--- src/rtl/hexfp_mult_seq.sv ---
// Sequential base-16 floating-point multiplier, one multiplier hex digit per cycle.
// Latency: MANT_DIGITS+1 edges from the accepting edge to done (7 at defaults).
// Backpressure: start is sampled only in IDLE; start while busy is ignored.
module hexfp_mult_seq #(
  parameter int EXP_WIDTH   = 7,
  parameter int MANT_DIGITS = 6,
  parameter int BIAS        = 64
) (
  input  logic                                 clock,
  input  logic                                 reset,
  input  logic                                 start,
  input  logic [EXP_WIDTH+4*MANT_DIGITS:0]     dataa,
  input  logic [EXP_WIDTH+4*MANT_DIGITS:0]     datab,
  output logic                                 busy,
  output logic                                 done,
  output logic [EXP_WIDTH+4*MANT_DIGITS:0]     result,
  output logic                                 zero,
  output logic                                 overflow,
  output logic                                 underflow
);

  localparam int D    = MANT_DIGITS;
  localparam int FW   = 4 * D;                  // fraction width
  localparam int W    = 1 + EXP_WIDTH + FW;     // word width
  localparam int AW   = 8 * D;                  // exact product width
  localparam int EW2  = EXP_WIDTH + 2;          // adjusted operand exponent width
  localparam int EXTW = EXP_WIDTH + 3;          // result exponent working width
  localparam int LZW  = $clog2(D + 1);
  localparam int CW   = (D > 1) ? $clog2(D) : 1;

  // Largest encodable biased exponent, widened for comparison against Er.
  localparam logic [EW2-1:0] EMAX = EW2'((1 << EXP_WIDTH) - 1);

  typedef enum logic [1:0] {
    S_IDLE = 2'd0,
    S_MUL  = 2'd1,
    S_PACK = 2'd2
  } state_t;

  // Count of leading all-zero hex digits; a zero fraction yields D.
  function automatic logic [LZW-1:0] lead_zero_digits(input logic [FW-1:0] f);
    logic [LZW-1:0] n;
    logic           found;
    n     = '0;
    found = 1'b0;
    for (int i = D - 1; i >= 0; i--) begin
      if (!found) begin
        if (f[4*i +: 4] != 4'h0) begin
          found = 1'b1;
        end else begin
          n = n + LZW'(1);
        end
      end
    end
    return n;
  endfunction

  // Operand field split.
  logic                 sa, sb;
  logic [EXP_WIDTH-1:0] ea, eb;
  logic [FW-1:0]        fa, fb;

  assign sa = dataa[W-1];
  assign sb = datab[W-1];
  assign ea = dataa[W-2 -: EXP_WIDTH];
  assign eb = datab[W-2 -: EXP_WIDTH];
  assign fa = dataa[FW-1:0];
  assign fb = datab[FW-1:0];

  // Registered state.
  state_t               state_q, state_d;
  logic                 sign_q, sign_d;
  logic                 zflag_q, zflag_d;
  logic [FW-1:0]        fa_q, fa_d;
  logic [FW-1:0]        fb_q, fb_d;
  logic [EW2-1:0]       ea_q, ea_d;
  logic [EW2-1:0]       eb_q, eb_d;
  logic [AW-1:0]        acc_q, acc_d;
  logic [CW-1:0]        cnt_q, cnt_d;
  logic                 busy_q, busy_d;
  logic                 done_q, done_d;
  logic [W-1:0]         result_q, result_d;
  logic                 zero_q, zero_d;
  logic                 ovf_q, ovf_d;
  logic                 unf_q, unf_d;

  // Pre-normalisation terms for the operands on the input pins.
  logic [LZW-1:0]       lza, lzb;
  logic [FW-1:0]        fa_norm, fb_norm;
  logic [EW2-1:0]       ea_adj, eb_adj;

  // Datapath terms for the current MUL / PACK cycle.
  logic [3:0]           digit;
  logic [FW+3:0]        pprod;
  logic                 top_zero;
  logic [FW-1:0]        frac;
  logic [EXTW-1:0]      er;
  logic                 er_neg;
  logic                 er_big;

  // Shift each operand so its leading hex digit is non-zero, compensating the exponent.
  always_comb begin
    lza     = lead_zero_digits(fa);
    lzb     = lead_zero_digits(fb);
    fa_norm = fa << {lza, 2'b00};
    fb_norm = fb << {lzb, 2'b00};
    ea_adj  = {2'b00, ea} - EW2'(lza);
    eb_adj  = {2'b00, eb} - EW2'(lzb);
  end

  // Partial product of the multiplicand with the current top multiplier digit.
  always_comb begin
    digit = fb_q[FW-1 -: 4];
    pprod = {4'h0, fa_q} * {{FW{1'b0}}, digit};
  end

  // Post-normalise and exponent range classification of the finished product.
  always_comb begin
    top_zero = (acc_q[AW-1 -: 4] == 4'h0);
    if (top_zero) begin
      frac = acc_q[AW-5 -: FW];
    end else begin
      frac = acc_q[AW-1 -: FW];
    end
    er = {ea_q[EW2-1], ea_q} + {eb_q[EW2-1], eb_q}
         - EXTW'(BIAS) - {{(EXTW-1){1'b0}}, top_zero};
    er_neg = er[EXTW-1];
    er_big = !er_neg && (er[EXTW-2:0] > EMAX);
  end

  // Next-state and next-output logic for the IDLE -> MUL -> PACK sequence.
  always_comb begin
    state_d  = state_q;
    sign_d   = sign_q;
    zflag_d  = zflag_q;
    fa_d     = fa_q;
    fb_d     = fb_q;
    ea_d     = ea_q;
    eb_d     = eb_q;
    acc_d    = acc_q;
    cnt_d    = cnt_q;
    done_d   = 1'b0;
    result_d = result_q;
    zero_d   = zero_q;
    ovf_d    = ovf_q;
    unf_d    = unf_q;

    case (state_q)
      S_IDLE: begin
        if (start) begin
          sign_d  = sa ^ sb;
          zflag_d = (fa == '0) || (fb == '0);
          fa_d    = fa_norm;
          fb_d    = fb_norm;
          ea_d    = ea_adj;
          eb_d    = eb_adj;
          acc_d   = '0;
          cnt_d   = '0;
          state_d = S_MUL;
        end
      end

      S_MUL: begin
        // Multiplier is consumed MSB digit first, so the accumulator shifts up each step.
        acc_d = (acc_q << 4) + AW'(pprod);
        fb_d  = fb_q << 4;
        if (cnt_q == CW'(D - 1)) begin
          cnt_d   = '0;
          state_d = S_PACK;
        end else begin
          cnt_d = cnt_q + CW'(1);
        end
      end

      S_PACK: begin
        zero_d = 1'b0;
        ovf_d  = 1'b0;
        unf_d  = 1'b0;
        if (zflag_q) begin
          result_d = '0;
          zero_d   = 1'b1;
        end else if (er_neg) begin
          result_d = '0;
          unf_d    = 1'b1;
          zero_d   = 1'b1;
        end else if (er_big) begin
          result_d = {sign_q, {EXP_WIDTH{1'b1}}, {FW{1'b1}}};
          ovf_d    = 1'b1;
        end else begin
          result_d = {sign_q, er[EXP_WIDTH-1:0], frac};
        end
        done_d  = 1'b1;
        state_d = S_IDLE;
      end

      default: begin
        state_d = S_IDLE;
      end
    endcase

    busy_d = (state_d != S_IDLE);
  end

  // State register with synchronous reset that discards any in-flight operation.
  always_ff @(posedge clock) begin
    if (reset) begin
      state_q  <= S_IDLE;
      sign_q   <= 1'b0;
      zflag_q  <= 1'b0;
      fa_q     <= '0;
      fb_q     <= '0;
      ea_q     <= '0;
      eb_q     <= '0;
      acc_q    <= '0;
      cnt_q    <= '0;
      busy_q   <= 1'b0;
      done_q   <= 1'b0;
      result_q <= '0;
      zero_q   <= 1'b0;
      ovf_q    <= 1'b0;
      unf_q    <= 1'b0;
    end else begin
      state_q  <= state_d;
      sign_q   <= sign_d;
      zflag_q  <= zflag_d;
      fa_q     <= fa_d;
      fb_q     <= fb_d;
      ea_q     <= ea_d;
      eb_q     <= eb_d;
      acc_q    <= acc_d;
      cnt_q    <= cnt_d;
      busy_q   <= busy_d;
      done_q   <= done_d;
      result_q <= result_d;
      zero_q   <= zero_d;
      ovf_q    <= ovf_d;
      unf_q    <= unf_d;
    end
  end

  assign busy      = busy_q;
  assign done      = done_q;
  assign result    = result_q;
  assign zero      = zero_q;
  assign overflow  = ovf_q;
  assign underflow = unf_q;

endmodule

--- config.mk ---
export PLATFORM = sky130hd
export DESIGN_NAME = hexfp_mult_seq
export DESIGN_NICKNAME = d
export VERILOG_FILES = /design/src/rtl/hexfp_mult_seq.sv
export SDC_FILE = /design/constraint.sdc
export NUM_CORES = 1
export LEC_CHECK = 0
export ABC_AREA = 1
export CAP_MARGIN = 20
export CORE_MARGIN = 3
export CORE_UTILIZATION = 26
export DETAILED_ROUTE_END_ITERATION = 7
export HOLD_SLACK_MARGIN = 0.02
export SLEW_MARGIN = 20
export SYNTH_ARGS = -nofsm -noshare
export SYNTH_HDL_FRONTEND = slang
export SYNTH_SLANG_ARGS = --single-unit
--- constraint.sdc ---
create_clock -name clock -period 8.74 [get_ports clock]
set_clock_uncertainty 0.15 [all_clocks]
set_input_delay 1.748 -clock clock [delete_from_list [all_inputs] [get_ports clock]]
set_output_delay 1.748 -clock clock [all_outputs]
set_load 0.1 [all_outputs]
# Word level (Yosys, flattened, before mapping)
# Index checks and enable logic that the tools add are counted.
[totals] inputBits=67 out_inout_bits=37 ff_bits=156 elab_cells=125
[op_classes] multipliers=1 bitwise=1 eq_ne=4 n_addsub=17 mux=61 n_shift=2 magnitude_cmp=1 reduce_logical=23
[op_table] operator="$pmux 48 s2" n=1
[op_table] operator="$mux 3" n=22
[op_table] operator="$mux 32" n=2
[op_table] operator="$add 48x28->48" n=1
[op_table] operator="$logic_not 24->1" n=2
[op_table] operator="$mux 24" n=2
[op_table] operator="$mux 48" n=1
[op_table] operator="$pmux 24 s2" n=1
[op_table] operator="$reduce_bool 4->1" n=12
[op_table] operator="$shl 24x5->24" n=2
[op_table] operator="$add 3x1->3 const B" n=11
[op_table] operator="$mux 31" n=1
[op_table] operator="$mul 24x4->28" n=1
[op_table] operator="$mux 1" n=27
[op_table] operator="$sub 7x3->8" n=2
[op_table] operator="$sub 10x1->10" n=1
[op_table] operator="$sub 10x7->10 const B" n=1
[op_table] operator="$add 8x8->9" n=1
[op_table] operator="$gt 9x7->1 const B" n=1
[op_table] operator="$pmux 3 s2" n=1
[op_table] operator="$logic_not 4->1" n=1
[op_table] operator="$mux 2" n=2
[op_table] operator="$pmux 2 s2" n=1
[op_table] operator="$reduce_and 2->1" n=2
[op_table] operator="10 further kinds" n=11

# Depth between registers and ports, before layout
# Gate-level depths: netlist of run 1.
[logic_depth] word_depth=20 depth_mapped=33 mapped_depth_nobuf=31

# Worst setup path after synthesis of run 1
# OpenSTA, ideal clock, no wires.
[synth_timing] kind="in2reg" startpoint="in datab[12]" endpoint="reg eb_q[6]" n_path_buf=2 setup_slack_ns=3.179 setup_time_ns=0.131 required_time_ns=8.459 path_stages=25 t_arrival_ns=5.280 cell_sequence="nor2_1 -> nand2_1 -> a21oi_4 -> buf_2 -> ha_1 -> inv_1 -> nand2_1 -> nand2_1 -> inv_1 -> ha_1 -> inv_1 -> nand4_1 -> nand2_1 -> inv_1 -> ha_1 -> nand2_1 -> nand2_4 -> clkinv_2 -> buf_6 -> fa_1 -> a211o_1 -> nor2_1 -> inv_1 -> o211ai_1 -> a31oi_1"
[synth_via] elab_chain_cells=13 elab_cells_between_ends=17 classes_between="4 x add/sub; 12 x mux; 1 x reduce/logical"
[synth_lines] item="start, declared" line_no="13" rtl="input logic [EXP_WIDTH+4*MANT_DIGITS:0] datab,"
[synth_lines] item="$reduce_bool 4->1 (*)" line_no="48" rtl="if (f[4*i +: 4] != 4'h0) begin"
[synth_lines] item="$mux 3" line_no="48"
[synth_lines] item="$mux 3" line_no="47" rtl="if (!found) begin"
[synth_lines] item="$add 3x1->3" line_no="51" rtl="n = n + LZW'(1);"
[synth_lines] item="$mux 3" line_no="48"
[synth_lines] item="$mux 3" line_no="47"
[synth_lines] item="$add 3x1->3" line_no="51"
[synth_lines] item="$mux 3" line_no="48"
[synth_lines] item="$mux 3" line_no="47"
[synth_lines] item="$add 3x1->3" line_no="51"
[synth_lines] item="$mux 3" line_no="48"
[synth_lines] item="$mux 3 (*)" line_no="47"
[synth_lines] item="$sub 7x3->8 (*)" line_no="108" rtl="eb_adj = {2'b00, eb} - EW2'(lzb);"
[synth_lines] item="end signal, assigned" line_no="213" rtl="eb_q <= '0;"
[synth_lines] item="end signal, assigned" line_no="229" rtl="eb_q <= eb_d;"
[synth_lines] item="end, declared" line_no="77" rtl="logic [EW2-1:0] eb_q, eb_d;"
# Every way passes the cells marked *; elsewhere a longest branch is shown, timed or not.
# A chain may end at the register's enable or synchronous reset.

# Worst setup path after layout of run 1
[layout_timing] startpoint="in dataa[17]" endpoint="reg ea_q[6]"
[layout_via] elab_chain_cells=16 elab_cells_between_ends=21 classes_between="5 x add/sub; 15 x mux; 1 x reduce/logical"
[layout_lines] item="start, declared" line_no="12" rtl="input logic [EXP_WIDTH+4*MANT_DIGITS:0] dataa,"
[layout_lines] item="$reduce_bool 4->1 (*)" line_no="48"
[layout_lines] item="$mux 3" line_no="48"
[layout_lines] item="$mux 3" line_no="47"
[layout_lines] item="$add 3x1->3" line_no="51"
[layout_lines] item="$mux 3" line_no="48"
[layout_lines] item="$mux 3" line_no="47"
[layout_lines] item="$add 3x1->3" line_no="51"
[layout_lines] item="$mux 3" line_no="48"
[layout_lines] item="$mux 3" line_no="47"
[layout_lines] item="$add 3x1->3" line_no="51"
[layout_lines] item="$mux 3" line_no="48"
[layout_lines] item="$mux 3" line_no="47"
[layout_lines] item="$add 3x1->3" line_no="51"
[layout_lines] item="$mux 3" line_no="48"
[layout_lines] item="$mux 3 (*)" line_no="47"
[layout_lines] item="$sub 7x3->8 (*)" line_no="107" rtl="ea_adj = {2'b00, ea} - EW2'(lza);"
[layout_lines] item="end signal, assigned" line_no="212" rtl="ea_q <= '0;"
[layout_lines] item="end signal, assigned" line_no="228" rtl="ea_q <= ea_d;"
[layout_lines] item="end, declared" line_no="76" rtl="logic [EW2-1:0] ea_q, ea_d;"
# Marked as above.

==> run metrics, run 1 <==
CTS Buf Count 17; gr ovfl total 0; max-slew violations 0; Final min period between 6 and 7 ns; crit path kind in -> reg; CP startpoint kind input pin; final hold vios 0; Fin Hold WS approximately 0.3 ns; I/O Pins 104; drt drc 0; cell area after synthesis roughly 14000 µm²; Arr. time, crit path 6.47 ns; worst hold path type reg -> reg; post-cts sizing count 0; Final Cycle Share 72.3%; total clock sinks between 150 and 200; syn nets between 2k and 2.5k; Static Leakage between 7 and 8 nW; top-count cell post-synth nand2_1; GRT Total Usage 13.6%; Die Height 237 µm; Syn Area/Cell 6.49 µm²; largest net degree at the start of global routing 77; post-CTS setup buffer count 0; Root Buffer Master clkbuf_16; Clock Latency Late Sink about 0.45 ns; share of flip-flops with an asynchronous set or reset 0%; most frequent cells after synthesis nand2_1, inv_1, nand3_1; Netlist cell types 51; dominant cells by area after synthesis dfxtp_1, nand2_1, fa_1; Layout area overhead 15.5%; nets ~2.4k; Core Region 51900 µm²; f_max 158 MHz; setup TNS 0 ns; number of port buffers approximately 100; type of destination of the critical path flop; Power Density 126 nW/µm²; area leader, netlist dfxtp_1; Slew HR 29.4%; hpwl dp ~29000 µm; H-tree depth 4; layout cell share with drive strength beyond 1 6.63%; TritonRoute pass-1 iters 5; vias in the first global route between 10k and 15k; Final Power approximately 2.0 mW; vias 13.1k; number of vias per cell between 4 and 5; initial cell density of the core 26.6%; initial drt markers about 830; Worst VDD drop roughly 0.12 mV; actual slew at the worst max-slew pin 1.06 ns; DIE AREA 56000 µm²; final wirelength 38000 µm; initial antenna violation count 0; global-route wire length before repair 63900 µm; # diodes 0; Critical Path Fanout Max 21; register area share after synthesis 22.6%; CTS max path bufs 2; CP required 8.89 ns; Synth Register Bits 156; final count of negative-setup-slack endpoints 0; Placer Congestion 0.880; dpl cells 2834; site row count 83; synth warn 0; status complete, no violations; max cap viols 0; Synth Flop Type dfxtp_1; CTS Hold Bufs 0; unrepaired setup endpoints after global routing no; Synth top area share a little under a quarter; post-route insts no fill 2866; TritonCTS clock tree yes; Mapped Cells between 2k and 2.5k; EDFF count, synth 0; Die X 237 µm; post-route ant nets 0; CTS clk-pin slew, worst paths 0.08 ns; Avg WL per Cell 13.3 µm
==> layout make-up <==
cell class	instances	area [µm²]
Fill cell	5768	36000
Multi-Input combinational cell	1506	8840
Sequential cell	156	3120
Inverter	383	1440
Timing Repair Buffer	109	1070
Tap cell	680	851
Clock buffer	17	425
Clock inverter	15	209
==> cell usage in the layout, fill, tap and decap left out, types with 7 or more instances in the layout <==
| master | n |
|---|---|
| a21oi_1 | 145 |
| a21oi_2 | 31 |
| a22oi_1 | 14 |
| a31oi_1 | 12 |
| buf_4 | 7 |
| clkbuf_16 | 17 |
| clkdlybuf4s50_1 | 102 |
| clkinv_8 | 7 |
| dfxtp_1 | 156 |
| fa_1 | 71 |
| ha_1 | 63 |
| inv_1 | 367 |
| inv_2 | 11 |
| nand2_1 | 591 |
| nand2_2 | 20 |
| nand3_1 | 174 |
| nand3_2 | 12 |
| nand3b_1 | 8 |
| nand4_1 | 34 |
| nor2_1 | 139 |
| nor3_1 | 14 |
| o21a_1 | 11 |
| o21ai_0 | 82 |
| o21ai_1 | 9 |
| xor2_1 | 9 |
==> where the power goes <==
group | switching [mW] | internal, mW | leakage, nW | total (mW)
combinational | 0.295 | 0.159 | 6.06 | 0.455
clock | 0.403 | 0.397 | 0.306 | 0.800
sequential | 0.0276 | 0.737 | 1.27 | 0.765
==> per-layer routing <==
metal / wire, µm / vias up / global-route usage, %
met1: 18400 / 5967 / 18.2
li1: - / 6825 / -
met4: 751 / 0 / 3.94
met2: 17500 / 251 / 22.9
met5: 0 / - / 0
met3: 1270 / 50 / 1.65
==> state kept, by name, indices dropped and copies added, names as in the netlist <==
name,cells
acc_q,48
result,32
fa_q,24
fb_q,24
ea_q,8
eb_q,8
cnt_q,3
state_q,2
busy,1
done,1
overflow,1
sign_q,1
underflow,1
zero,1
zflag_q,1
==> worst max-delay path: stages <==
cell and delay (ns):
clkdlybuf4s50_1 0.50, nor2_1 0.07, nand3_2 0.10, inv_1 0.08
a21oi_4 0.23, ha_1 0.29, nor3_1 0.19, nor3_1 0.08
ha_1 0.29, nand4_1 0.10, nand3_1 0.11, nand2_1 0.08
inv_1 0.04, ha_1 0.26, nand3_1 0.07, nand2_1 0.53
inv_2 0.30, fa_1 0.49, a211o_1 0.30, nor2_1 0.14
inv_1 0.09, nor2_1 0.12, xnor2_1 0.14, a21oi_1 0.10
==> cell families after synthesis <==
| logic type | count (synthesis) | synth area share (%) |
|---|---|---|
| XOR/XNOR | 15 | 1.00 |
| AND/OR/NAND/NOR | 1023 | 32.7 |
| buffers and inverters | 466 | 13.5 |
| multiplexers | 1 | 0.0724 |
| adder cells (fa/ha/maj) | 134 | 16.0 |
| AO/OA/AOI/OAI | 333 | 14.1 |
| flip-flops | 156 | 22.6 |
==> per-stage QoR <==
step | instance area, µm² | utilization (%) | worst slack [ns]
3_3_place_gp | 15300 | 29.5 | 2.19
4_1_cts | 16000 | 30.7 | 2.46
2_1_floorplan | 13800 | - | 3.18
3_5_place_dp | 15300 | 29.5 | 2.13
5_1_grt | 16000 | 30.7 | 1.99
6_report | 16000 | 30.7 | 2.42
==> path summary, 6_finish.rpt <==
check / start / endpoint / slack (ns) / cells past startpoint
hold / removal: cnt_q[2]$_SDFFE_PP0P_ / cnt_q[2]$_SDFFE_PP0P_ / 0.30 / 1
setup / recovery: dataa[17] / ea_q[6]$_SDFFE_PP0P_ / 2.42 / 24
setup reg to reg: fb_q[22]$_SDFFE_PP0P_ / acc_q[31]$_SDFFE_PP0P_ / 3.90 / 18
hold reg to reg: cnt_q[2]$_SDFFE_PP0P_ / cnt_q[2]$_SDFFE_PP0P_ / 0.30 / 1
No activity file was read; power rests on OpenSTA's default activity.
==> run 2, diff against run 1 <==
==> constraint.sdc (replaced) <==
create_clock -name clock -period 5.73 [get_ports clock]
set_clock_uncertainty 0.15 [all_clocks]
set_input_delay 1.146 -clock clock [delete_from_list [all_inputs] [get_ports clock]]
set_output_delay 1.146 -clock clock [all_outputs]
set_load 0.1 [all_outputs]
==> run 2 against run 1 <==
  * Clock-buffer cell count is the same
  * Critical path depth grew 3
  * Combinational power grew 51%
==> run metrics, run 2 (same netlist as run 1, synthesis figures left out) <==
status complete, no violations (unchanged); Met3 Wirelength 1480 µm (was 1270 µm); Switching Fraction 35.3% (was 35.9%); hold depth 1 (unchanged); Arr. time, crit path 5.29 ns (was 6.47 ns); DIE AREA 56000 µm² (unchanged); actual slew at the worst max-slew pin 1.01 ns (was 1.06 ns); Power Density 190 nW/µm² (was 126 nW/µm²); Worst VDD drop 0.157 mV (was 0.115 mV); site row count 83 (unchanged); post-cts sizing count 0 (unchanged); final count of negative-setup-slack endpoints 0 (unchanged); worst r2r src fb_q[23]$_SDFFE_PP0P_ (was fb_q[22]$_SDFFE_PP0P_); nets 2387 (was 2374); R2R cell count 18 (unchanged); setup TNS 0 ns (unchanged); unrepaired setup endpoints after global routing no (unchanged); initial cell density of the core 26.6% (unchanged); final hold vios 0 (unchanged); sequential share of power 38.4% (was 37.9%); DRT met1 WL 18100 µm (was 18400 µm); Placed Instance Area 15400 µm² (was 15300 µm²); Switch Pwr 1.07 mW (was 726 µW); CTS max path bufs 2 (unchanged); largest net degree at the start of global routing 65 (was 77); Final Cycle Share 87.9%; Clk network pwr share 39.1% (was 39.6%); f_max 198 MHz; commonest non-fill, non-tap cells in the layout nand2_1, inv_1, nand3_1, dfxtp_1, a21oi_1 (unchanged); final core occ 30.9% (was 30.7%); DP Worst Slack 0.240 ns (was 2.13 ns); total clock sinks 156 (unchanged); Critical Path Fanout Max 14 (was 21); max-slew violations 0 (unchanged); CTS clk-pin slew, worst paths 0.08 ns (about the same); Finished Cell Area 16000 µm² (about the same); drt drc 0 (unchanged); vias in the first global route 12.6k (was 12.9k); # diodes 0 (unchanged); max cap viols 0 (unchanged); most common cell after layout, fill and taps aside nand2_1 (unchanged); Crit Reg-Reg Endpoint acc_q[19]$_SDFFE_PP0P_ (was acc_q[31]$_SDFFE_PP0P_); TritonCTS clock tree yes (unchanged); Static Leakage 7.70 nW (was 7.64 nW); Die X 237 µm (unchanged); Clock Latency Late Sink 0.46 ns (was 0.45 ns); type of destination of the critical path flop (unchanged); Root Buffer Master clkbuf_16 (unchanged); Worst setup endpoint ea_q[5]$_SDFFE_PP0P_ (was ea_q[6]$_SDFFE_PP0P_); Placer Congestion 0.888 (was 0.880); post-route ant nets 0 (unchanged); Slew HR 32.4% (was 29.4%); Critical Path Source dataa[13] (was dataa[17]); gr ovfl total 0 (unchanged); final setup margin 0.691 ns (was 2.42 ns); Comb pwr share 22.6% (was 22.5%); slowest CP cell clkdlybuf4s50_1 (was nand2_1); initial drt markers 822 (was 832); number of vias per cell 4.56 (was 4.57); layout cell share with drive strength beyond 1 7.19% (was 6.63%); CTS Buf Count 17 (unchanged); I/O Pins 104 (unchanged); Pint 1.97 mW (was 1.29 mW); Top Metal Used met4 (unchanged); H-tree depth 4 (unchanged); dpl cells 2847 (was 2834); crit path kind in -> reg (unchanged); post-CTS setup buffer count 0 (unchanged); max incr delay on CP 0.42 ns (was 0.53 ns); TritonRoute pass-1 iters 6 (was 5); Final min period 5.04 ns; Die Height 237 µm (unchanged); GRT Total Usage 13.5% (was 13.6%); routed wl met2 17500 µm (about the same); Layout area overhead 16.1% (was 15.5%); vias 13.1k (about the same); CP required 5.98 ns (was 8.89 ns); initial antenna violation count 0 (unchanged); CP startpoint kind input pin (unchanged); Core Region 51900 µm² (unchanged); CTS Hold Bufs 0 (unchanged); number of port buffers 103 (unchanged); hpwl dp 29300 µm (was 29000 µm); worst hold path type reg -> reg (unchanged); largest reg by FF count acc_q (unchanged); fillers 5738 (was 5768); max FFs per register 48 (unchanged); global-route wire length before repair 63500 µm (was 63900 µm); post-route insts no fill 2879 (was 2866); final wirelength 37700 µm (was 38000 µm); Worst R2R Setup Slack 0.92 ns (was 3.90 ns); Avg WL per Cell 13.1 µm (was 13.3 µm)
run 2: worst max-delay path, delay by kind of cell:
kind            cells  cell delay, ns
simple gates       14            1.57
fa+ha+maj           4            1.17
buf+inv             6            0.89
compound gates      3            0.53
run 2: cell type report:
class | instances | area [µm²] | share of cell area, %
multi-input combinational | 1506 | 8840 | 55.1
sequential | 156 | 3120 | 19.5
clock buffer | 17 | 425 | 2.65
clock inverter | 15 | 189 | 1.18
timing repair buffer | 122 | 1170 | 7.30
inverter | 383 | 1440 | 8.98
tap | 680 | 851 | 5.30
run 2: power groups by stage:
stage | sequential (mW) | clock [mW] | combinational, mW
6_report | 1.17 | 1.19 | 0.686
5_1_grt | 1.17 | 1.25 | 0.784
4_1_cts | 1.17 | 1.22 | 0.694
3_5_place_dp | 1.19 | 0 | 0.689
3_3_place_gp | 1.19 | 0 | 0.685
2_1_floorplan | 1.18 | 0 | 0.526
run 2: worst min-delay path by stage:
| stage | startpoint | to | slack, ns |
|---|---|---|---|
| 6_report | cnt_q[2]$_SDFFE_PP0P_ | cnt_q[2]$_SDFFE_PP0P_ | 0.29 |
| 5_1_grt | cnt_q[2]$_SDFFE_PP0P_ | cnt_q[2]$_SDFFE_PP0P_ | 0.32 |
| 4_1_cts | cnt_q[2]$_SDFFE_PP0P_ | cnt_q[2]$_SDFFE_PP0P_ | 0.30 |
| 3_5_place_dp | cnt_q[2]$_SDFFE_PP0P_ | cnt_q[2]$_SDFFE_PP0P_ | 0.29 |
| 3_3_place_gp | cnt_q[2]$_SDFFE_PP0P_ | cnt_q[2]$_SDFFE_PP0P_ | 0.29 |
| 2_1_floorplan | cnt_q[2]$_SDFFE_PP0P_ | cnt_q[2]$_SDFFE_PP0P_ | 0.27 |
run 2: stage by stage:
stage | hold WS (ns) | total power [mW]
after floorplan | 0.270 | 1.70
after CTS | 0.299 | 3.08
final | 0.294 | 3.04
after detailed placement | 0.289 | 1.88
after global routing | 0.324 | 3.21
after global placement | 0.285 | 1.88
run 2: metal layers:
| layer | vias up | global-route usage (%) |
|---|---|---|
| li1 | 6849 | - |
| met1 | 5952 | 18.1 |
| met2 | 278 | 22.7 |
| met3 | 44 | 1.90 |
| met4 | 0 | 3.39 |
| met5 | - | 0 |
==> run 3, diff against run 2 <==
--- a/config.mk
+++ b/config.mk
@@ -7,7 +7,7 @@
 export LEC_CHECK = 0
 export ABC_AREA = 1
 export CAP_MARGIN = 20
-export CORE_MARGIN = 3
+export CORE_MARGIN = 10
 export CORE_UTILIZATION = 26
 export DETAILED_ROUTE_END_ITERATION = 7
 export HOLD_SLACK_MARGIN = 0.02
==> run 3 against run 2 <==
  * Critical endpoint unchanged
  * Critical path type unchanged
  * Global-route usage shrank 1.3 points
  * Sequential power is essentially flat
  * Setup slack gained 0.039 ns
  * Largest power group is now registers
  * Highest routed layer unchanged
  * Cell count grew 0.17%
  * Via count shrank 0.20%
  * First-iteration DRC count shrank 7.3%
  * Core utilization shrank 0.42 points
  * Largest cell class unchanged
  * Sequential share of layout area is essentially flat
  * Fmax grew 0.78%
==> run metrics, run 3 (same netlist as run 1, synthesis figures left out) <==
type of destination of the critical path flop (unchanged); GRT Total Usage 12.2% (was 13.5%); most common cell after layout, fill and taps aside nand2_1 (unchanged); TritonCTS clock tree yes (unchanged); Fin Hold WS 0.311 ns (was 0.294 ns); drt drc 0 (unchanged); final count of negative-setup-slack endpoints 0 (unchanged); post-cts sizing count 0 (unchanged); H-tree depth 4 (unchanged); Final Cycle Share 87.3% (was 87.9%); Final min period 5.00 ns (was 5.04 ns); gr ovfl total 0 (unchanged); number of port buffers 103 (unchanged); Critical Path Fanout Max 14 (unchanged); Avg WL per Cell 13.5 µm (was 13.1 µm); Core Region 52600 µm² (was 51900 µm²); commonest non-fill, non-tap cells in the layout nand2_1, inv_1, nand3_1, dfxtp_1, a21oi_1 (unchanged); f_max 200 MHz (was 198 MHz); largest reg by FF count acc_q (unchanged); max cap viols 0 (unchanged); setup TNS 0 ns (unchanged); post-route ant nets 0 (unchanged); DP Worst Slack 0.281 ns (was 0.240 ns); total clock sinks 156 (unchanged); TritonRoute pass-1 iters 5 (was 6); Sequential Area 3120 µm² (unchanged); Worst VDD drop 0.180 mV (was 0.157 mV); CP required 5.96 ns (was 5.98 ns); global-route wire length before repair 64800 µm (was 63500 µm); Static Leakage 7.68 nW (was 7.70 nW); nets 2384 (was 2387); CTS max path bufs 2 (unchanged); I/O Pins 104 (unchanged); CTS Buf Count 17 (unchanged); hpwl dp 30100 µm (was 29300 µm); final setup margin 0.730 ns (was 0.691 ns); Arr. time, crit path 5.23 ns (was 5.29 ns); initial cell density of the core 26.3% (was 26.6%); Slew HR 28.3% (was 32.4%); largest net degree at the start of global routing 77 (was 65); Clock Latency Late Sink 0.44 ns (was 0.46 ns); Die Height 251 µm (was 237 µm); vias 13.1k (about the same); Die X 251 µm (was 237 µm); CTS clk-pin slew, worst paths 0.07 ns (was 0.08 ns); CP startpoint kind input pin (unchanged); Layout area overhead 15.9% (was 16.1%); post-CTS setup buffer count 0 (unchanged); max FFs per register 48 (unchanged); multi-input logic area 8840 µm² (unchanged); unrepaired setup endpoints after global routing no (unchanged); initial antenna violation count 0 (unchanged); final wirelength 38800 µm (was 37700 µm); vias in the first global route 12.8k (was 12.6k); site row count 84 (was 83); Root Buffer Master clkbuf_16 (unchanged); actual slew at the worst max-slew pin 1.08 ns (was 1.01 ns); max-slew violations 0 (unchanged); initial drt markers 762 (was 822); crit path kind in -> reg (unchanged); # diodes 0 (unchanged); Placer Congestion 0.866 (was 0.888); worst hold path type reg -> reg (unchanged); layout cell share with drive strength beyond 1 7.06% (was 7.19%); Power Density 188 nW/µm² (was 190 nW/µm²); status complete, no violations (unchanged); DIE AREA 62800 µm² (was 56000 µm²); fillers 5798 (was 5738); CTS Hold Bufs 0 (unchanged); final hold vios 0 (unchanged); number of vias per cell 4.54 (was 4.56)
[run 3: cell types whose count changed in the layout (fill, tap and decap cells not counted)]
cell / previous run / this run
inv_12: 1 / 0
clkbuf_8: 0 / 1
inv_8: 5 / 6
buf_4: 20 / 17
clkinv_4: 1 / 3
clkinv_8: 5 / 3
inv_6: 3 / 2
[run 3: per-layer routing]
| metal | vias to the layer above | GRT usage (%) | share of wire (%) |
|---|---|---|---|
| met5 | - | 0 | 0 |
| met4 | 0 | 2.62 | 1.2 |
| li1 | 6837 | - | - |
| met1 | 6024 | 15.6 | 47 |
| met3 | 26 | 1.99 | 3.6 |
| met2 | 210 | 21.0 | 48 |
[run 3: report_power, final]
group	internal [mW]	switching, mW	total (mW)
Sequential	1.12	0.0417	1.17
Combinational	0.245	0.447	0.692
Clock	0.600	0.561	1.16
Total	1.97	1.05	3.02
[run 3: metrics by stage]
stage / utilization [%] / cell area, µm² / instances / power [mW]
after CTS: 30.5 / 16000 / 2884 / 3.05
after floorplan: - / 13800 / 2128 / 1.70
final: 30.5 / 16000 / 2884 / 3.02
after global routing: 30.5 / 16000 / 2884 / 3.19
after detailed placement: 29.3 / 15400 / 2852 / 1.88
after global placement: 29.3 / 15400 / 2852 / 1.88
[run 3: layout make-up]
type	count	area share, %
clock buffer	18	2.74
clock inverter	14	1.00
inverter	383	9.00
multi-input combinational	1506	55.2
sequential	156	19.5
tap	688	5.37
timing repair buffer	119	7.17
[run 3: worst paths after layout]
| path | start | endpoint | slack, ns | depth (start not counted) |
|---|---|---|---|---|
| setup / recovery | dataa[13] | ea_q[5]$_SDFFE_PP0P_ | 0.73 | 27 |
| hold / removal | cnt_q[2]$_SDFFE_PP0P_ | cnt_q[2]$_SDFFE_PP0P_ | 0.31 | 1 |
| setup reg to reg | fb_q[23]$_SDFFE_PP0P_ | acc_q[19]$_SDFFE_PP0P_ | 0.88 | 18 |
| hold reg to reg | cnt_q[2]$_SDFFE_PP0P_ | cnt_q[2]$_SDFFE_PP0P_ | 0.31 | 1 |
[run 3: worst max-delay path, cell delays in order]
cell	delay [ns]
clkdlybuf4s50_1	0.42
nor2_1	0.13
nand3_2	0.15
a21oi_4	0.28
ha_1	0.29
nor3_1	0.19
nor3_1	0.07
ha_1	0.29
nand4_1	0.10
nand3_1	0.11
nand2_1	0.07
inv_1	0.04
ha_1	0.28
nand3_1	0.08
nand2_1	0.08
inv_2	0.24
ha_1	0.29
nand2_1	0.07
nor2_1	0.04
a211oi_1	0.16
inv_1	0.08
nor2_1	0.09
inv_1	0.07
nor3_1	0.16
nand3b_1	0.14
o211ai_1	0.09
inv_1	0.09
